===== config.mk =====
export PLATFORM = sky130hd
export DESIGN_NAME = thread_scheduler
export DESIGN_NICKNAME = d
export VERILOG_FILES = /design/src/rtl/thread_scheduler.sv
export SDC_FILE = /design/constraint.sdc
export NUM_CORES = 1
export LEC_CHECK = 0
export ABC_AREA = 1
export CAP_MARGIN = 30
export CORE_MARGIN = 5
export CORE_UTILIZATION = 45
export CTS_CLUSTER_DIAMETER = 30
export DETAILED_ROUTE_END_ITERATION = 7
export PLACE_DENSITY = 0.68
export SLEW_MARGIN = 20
export SYNTH_ARGS = -nofsm -noshare
export SYNTH_HDL_FRONTEND = slang
export SYNTH_SLANG_ARGS = --single-unit

===== constraint.sdc =====
create_clock -name clk -period 3.5 [get_ports clk]
set_input_delay 0.35 -clock clk [delete_from_list [all_inputs] [get_ports clk]]
set_output_delay 0.35 -clock clk [all_outputs]
set_load 0.05 [all_outputs]

===== src/rtl/thread_scheduler.sv =====
// thread_scheduler: round-robin barrel-thread issue selector with per-thread PC, halt and in-flight tracking
module thread_scheduler #(
  parameter int NUM_THREADS = 4,
  parameter int TID_WIDTH = 2,
  parameter int ADDRESS_WIDTH = 32,
  parameter logic [ADDRESS_WIDTH-1:0] RESET_PC = '0,
  parameter logic [ADDRESS_WIDTH-1:0] THREAD_PC_OFFSET = 'h100
) (
  input  logic                     clk,
  input  logic                     rst,
  input  logic [NUM_THREADS-1:0]   thread_en,
  input  logic [NUM_THREADS-1:0]   stall,
  input  logic                     issue_ready,
  output logic                     issue_valid,
  output logic [TID_WIDTH-1:0]     issue_tid,
  output logic [ADDRESS_WIDTH-1:0] issue_pc,
  input  logic                     retire_valid,
  input  logic [TID_WIDTH-1:0]     retire_tid,
  input  logic                     retire_redirect,
  input  logic [ADDRESS_WIDTH-1:0] retire_pc,
  input  logic                     retire_halt,
  output logic [NUM_THREADS-1:0]   active,
  output logic                     all_halted
);
  logic [ADDRESS_WIDTH-1:0] pc [NUM_THREADS];
  logic [NUM_THREADS-1:0] inflight, eligible;
  logic [TID_WIDTH-1:0] last_tid, sel, idx;
  logic fire;
  assign eligible = thread_en & active & ~inflight & ~stall;
  assign issue_valid = |eligible;
  assign issue_tid = issue_valid ? sel : '0;
  assign issue_pc = issue_valid ? pc[sel] : '0;
  assign fire = issue_valid & issue_ready;
  assign all_halted = ~|active;
  // scan from the thread after last_tid backwards so the nearest eligible thread wins
  always_comb begin
    sel = '0;
    idx = '0;
    for (int k = NUM_THREADS; k >= 1; k--) begin
      idx = TID_WIDTH'((int'(last_tid) + k) % NUM_THREADS);
      sel = eligible[idx] ? idx : sel;
    end
  end
  // retire and issue never touch the same thread in one cycle, since inflight blocks issue
  always_ff @(posedge clk) begin
    if (rst) begin
      for (int t = 0; t < NUM_THREADS; t++) pc[t] <= RESET_PC + ADDRESS_WIDTH'(t) * THREAD_PC_OFFSET;
      active <= '1;
      inflight <= '0;
      last_tid <= TID_WIDTH'(NUM_THREADS - 1);
    end else begin
      if (retire_valid && inflight[retire_tid]) begin
        inflight[retire_tid] <= 1'b0;
        if (retire_redirect) pc[retire_tid] <= retire_pc;
        if (retire_halt) active[retire_tid] <= 1'b0;
      end
      if (fire) begin
        inflight[sel] <= 1'b1;
        pc[sel] <= pc[sel] + ADDRESS_WIDTH'(4);
        last_tid <= sel;
      end
    end
  end
endmodule


# == After elaboration in Yosys (flattened, before gate mapping) ==
# Memories as Yosys holds them, arrays and structs flattened.
# Index checks and enable logic that the tools add are counted.
# word_totals
reg_bits,10
n_memories,1
out_inout_bits,40
elab_cells,74
ram_bits,128
# memory_table
memory,depth,width,read_ports,rd_ports_with_merged_regs,write_ports,line_no,rtl
pc,4,32,1,0,4,25,logic [ADDRESS_WIDTH-1:0] pc [NUM_THREADS];
# classes
addsub,5
n_reduce_logical,9
magnitude_cmp,8
n_bitwise,10
n_mux,38
# op_table
operator,n
32-bit two-way mux,3
32-bit OR reduction,2
32-bit by 3-bit adder with 32-bit output (second input constant),1
4-bit bitwise AND,5
2-bit by 3-bit less-than comparator with 1-bit output (second input constant),6
1-bit two-way mux,18
2-bit two-way mux,7
4-bit two-way mux,3
4-bit NOT,3
1-bit binary-select mux with 2-bit select,5
4-bit OR reduction,2
2-bit by 1-bit adder with 2-bit output (second input constant),2
2-bit adder (second input constant),2
1-bit demux with 2-bit select,2
2-bit by 1-bit greater-or-equal comparator with 1-bit output (second input constant),2
4-bit bitwise OR,1
1-bit logical AND,3
2-bit AND reduction,1
1-bit bitwise AND,1
1-bit logical NOT,1

# == Longest topological paths before layout ==
# depth
word_depth,15
mapped_depth,26

# == Worst setup path before layout ==
# OpenSTA, ideal clock, no wires.
# synth_timing
path_type,register to register
startpoint,register active[1]
endpoint,"memory pc[2][0], enable pin"
t_required_ns,2.939
t_arrival_ns,3.644
setup_time_ns,0.561
setup_slack_ns,-0.705
synth_period_minus_slack_ns,4.205
stages_incl_launch_ff,19
cell_sequence,dfxtp_1 nand2_1 inv_1 nand3_1 nand2_1 nand2_1 nand2_1 nand2_2 nand2_2 nand2_4 nand2_4 buf_2 buf_1 inv_1 nand2_1 nor2_1 inv_1 clkbuf_1 nand3_1
# synth_lines
item,line_no,rtl
"start, declared",22,"output logic [NUM_THREADS-1:0] active,"
"start signal, assigned",48,active <= '1;
"start signal, assigned by index",55,if (retire_halt) active[retire_tid] <= 1'b0;
"end, declared",25,

# == Worst setup path after layout ==
# layout_timing
startpoint,input port stall[3]
endpoint,output port issue_pc[31]
# layout_via
elab_chain_len,10
# layout_rtl
item,line_no,rtl
"start, declared",12,"input logic [NUM_THREADS-1:0] stall,"
4-bit NOT *,29,assign eligible = thread_en & active & ~inflight & ~stall;
4-bit bitwise AND *,29,
1-bit binary-select mux with 2-bit select,41,sel = eligible[idx] ? idx : sel;
1-bit two-way mux (not written as such),41,
2-bit two-way mux (4 in series),41,
memory read 4 x 32 bit,--,
32-bit two-way mux *,32,assign issue_pc = issue_valid ? pc[sel] : '0;
"end, declared",16,"output logic [ADDRESS_WIDTH-1:0] issue_pc,"
# Every way passes the cells marked *; elsewhere a longest branch is shown, timed or not. The select of a mux whose other input is x is not followed.

==> flow_metrics.env <==
export IMPL_clkSlewWorstSetupHoldPaths_ps=60
export IMPL_layout_setup_ws_ps=168
export IMPL_power_leakage_nw=5.44
export IMPL_worstHoldStart="active[2]$_SDFFE_PP1P_"
export IMPL_reg2reg_from="inflight[3]$_SDFF_PP0_"
export IMPL_syn_to_final_growth_pct=27.6
export IMPL_r2r_end="pc[3][12]$_DFFE_PP_"
export IMPL_crit_fanout=13
export IMPL_synthCells=1274
export IMPL_grt_pass1_wl_mm=45.4
export IMPL_crit_chain="clkdlybuf4s50_1, nor2_1, nand3_1, nand2_1, nand2_1, nand2_1, nand2_2, nand2_2, nand2_4, nand2_4, nor2_1, buf_4, inv_1, nor2_1, nor3_1, nor2_1, buf_12"
export IMPL_p_per_area_nw_per_um2=647
export IMPL_fmax_ghz=0.300
export IMPL_drt_wl_total_mm=29.1
export IMPL_ys_ff_latch=138
export IMPL_timing_final_hold_violations=0
export IMPL_synth_distinct_cells=37
export IMPL_core_um2=20100
export IMPL_num_io_pins=88
export IMPL_rrSetupSlack_ps=290
export IMPL_skew_ps=7.60
export IMPL_drive_gt1_frac=0.144
export IMPL_path_buf_inv=4
export IMPL_synth_top_area_frac=0.422
export IMPL_cts_resized=0
export IMPL_place_congestion=0.942
export IMPL_synth_flop_cell="edfxtp_1"
export IMPL_synth_area_leaders="edfxtp_1 42%, nand2_1 18%, nand3_1 8.0%"
export IMPL_drt_initial_drc_count=829
export IMPL_layout_min_cycle_time_ps=3330
export IMPL_root_buffer="clkbuf_16"
export IMPL_cts_setup_buffers=0
export IMPL_fp_dieH_um=152
export IMPL_rsz0062_at_grt="no"
export IMPL_worst_path_most_repeated_cell="nor2_1"
export IMPL_start_util=0.454
export IMPL_ff2ff_path_depth=21
export IMPL_cts_buffers=17
export IMPL_async_flop_share=0
export IMPL_final_util=0.579
export IMPL_hold_depth=2
export IMPL_antenna_found_initial=0
export IMPL_maxCapViolations=0
export IMPL_yosysMostFrequentCell="nand2_1"
export IMPL_wl_per_cell_um=17.1
export IMPL_syn_avg_cell_area_um2=7.16
export IMPL_grt_max_degree=61
export IMPL_synthTopCellsByCount="432 x nand2_1, 177 x inv_1, 146 x nand3_1, 128 x edfxtp_1, 111 x nor2_1"
export IMPL_post_route_period_util=0.952
export IMPL_rows=52
export IMPL_clock_path_buffers=2
export IMPL_startpoint_type="primary input"
export IMPL_maxSlewViolCount=0
export IMPL_swShare=0.415
export IMPL_slew_headroom=0.523
export IMPL_slowest_delay_ps=490
export IMPL_num_antenna_cells=0
export IMPL_yosys_warnings=0
export IMPL_cpMaxStageDelayCell="nor3_1"
export IMPL_power_frac_seq=0.267
export IMPL_internal_power_w=0.00441
export IMPL_p_sw_w=0.00312
export IMPL_dp_hpwl_mm=19.8
export IMPL_clock_sinks=138
export IMPL_nets=1470
export IMPL_final_antenna_net_count=0
export IMPL_worst_slew_pin_slew_ps=715
export IMPL_numPortBuffers=87
export IMPL_pwr_share_clk=0.235
export IMPL_die_w_um=152
export IMPL_cp_end_kind="primary output"
export IMPL_dpl_worst_slack_ps=-89.3
export IMPL_grt_usage=0.245
export IMPL_num_vias=9189
export IMPL_dr_pass1_iters=8
export IMPL_min_to="active[2]$_SDFFE_PP1P_"
export IMPL_vdd_drop_max_uv=357
export IMPL_avgViaCountPerCell=5.39
export IMPL_drc_errors=0
export IMPL_synth_area_um2=9120
export IMPL_criticalPathCategory="in2out"
export IMPL_setup_viol=0
export IMPL_grt_pass1_vias=8708
export IMPL_yosysTopAreaCell="edfxtp_1"
export IMPL_worstPathArrival_ps=2980
export IMPL_hp_class="reg2reg"
export IMPL_clkLatencyLatePin_ps=420
export IMPL_cp_required_ps=3150
export IMPL_grt_overflow=0
export IMPL_h_tree_depth=4
export IMPL_synth_edff_count=128
export IMPL_synth_seq_area_share=0.444
export IMPL_status="finished, final reports clean"
export IMPL_tritoncts="done"
export IMPL_nFillCells=1825
export IMPL_crit_family="simple AND/OR/NAND/NOR gates"
export IMPL_pwr_share_comb=0.498
export IMPL_die_area_um2=23200
export IMPL_syn_nets=1323
export IMPL_multi_input_area_um2=4120
export IMPL_cts_hold_buf=0
export IMPL_regArea_um2=4050
## per-stage QoR
stage	area (um^2)	std cells	TNS (ps)	power [W]	hold WS [ps]
after floorplan	9130	1274	0	0.00423	450
after global placement	11100	1672	0	0.00572	487
after detailed placement	11100	1672	-1090	0.00575	491
after CTS	11600	1704	0	0.00751	499
after global routing	11600	1704	0	0.00792	526
final	11600	1704	0	0.00753	496
## final cells by class
class / instances / share of cell area
Sequential cell: 138 / 0.348
Multi-Input combinational cell: 888 / 0.354
Clock inverter: 11 / 0.0110
Clock buffer: 21 / 0.0378
Inverter: 187 / 0.0603
Tap cell: 270 / 0.0290
Timing Repair Buffer: 189 / 0.160
## power by group through the flow
stage / sequential [W] / combinational, W / clock (W)
floorplan: 0.00203 / 0.00220 / 0
global placement: 0.00204 / 0.00368 / 0
detailed placement: 0.00204 / 0.00371 / 0
finish: 0.00201 / 0.00375 / 0.00177
CTS: 0.00201 / 0.00373 / 0.00177
global route: 0.00202 / 0.00405 / 0.00185
## worst register-to-register path: stages, from the launching register on
cell and delay (ps):
dfxtp_1 320, nor2_1 190, nand3_1 100, nand2_1 110
nand2_1 80, nand2_1 70, nand2_2 90, nand2_2 100
nand2_4 90, nand2_4 170, nor2_1 90, nand2_1 70
nand2_1 70, nor2_2 110, ha_1 180, nand3_1 100
nor2_1 160, buf_4 160, nand3_1 200, xor2_1 340
nand2_1 100, o21ai_0 130
## layer usage
metal	global-route usage	wire, um	share of wire
met5	0	0	0
met4	0.0869	806	0.028
met3	0.0420	2480	0.085
met2	0.416	14100	0.49
met1	0.317	11600	0.40
## state kept, by name (all words and copies together) (netlist names)
signal / cells
active: 4
inflight: 4
last_tid: 2
pc: 128
## worst max path at each step
stage                                         from             endpoint  cells after the start  slack (ps)
after floorplan             active[1]$_SDFFE_PP1P_   pc[2][0]$_DFFE_PP_                     18          20
after global placement                thread_en[0]  pc[1][27]$_DFFE_PP_                     26          70
after detailed placement                  stall[0]  pc[3][22]$_DFFE_PP_                     22         -90
after CTS                 last_tid[0]$_SDFFE_PP1P_         issue_pc[31]                     15          50
after global routing        active[3]$_SDFFE_PP1P_         issue_pc[31]                     17          10
final                                     stall[3]         issue_pc[31]                     17         170
## logic make-up after synthesis
group | count (synthesis) | share of synthesized area
AOI/OAI and AO/OA | 99 | 0.0641
xor gates and xnor gates | 10 | 0.0113
adders and majority gates | 1 | 0.00137
buffers and inverters | 248 | 0.110
DFF | 138 | 0.444
and+or+nand+nor | 778 | 0.370
## cells in the final DEF, fill, tap and decap left out, types with 6 or more instances in the layout
cell and count:
nand3b_1 11, nand3_1 142, clkdlybuf4s50_1 53, xor2_1 8, o22ai_1 40, nand2_1 430
nor2_1 110, o21ai_1 21, edfxtp_1 128, buf_12 25, dfxtp_1 9, inv_1 177
nor3_1 6, nand4_1 43, nor2_2 15, buf_4 111, o21ai_0 19, clkbuf_16 17
inv_2 9
No activity file was read; power rests on OpenSTA's default activity.
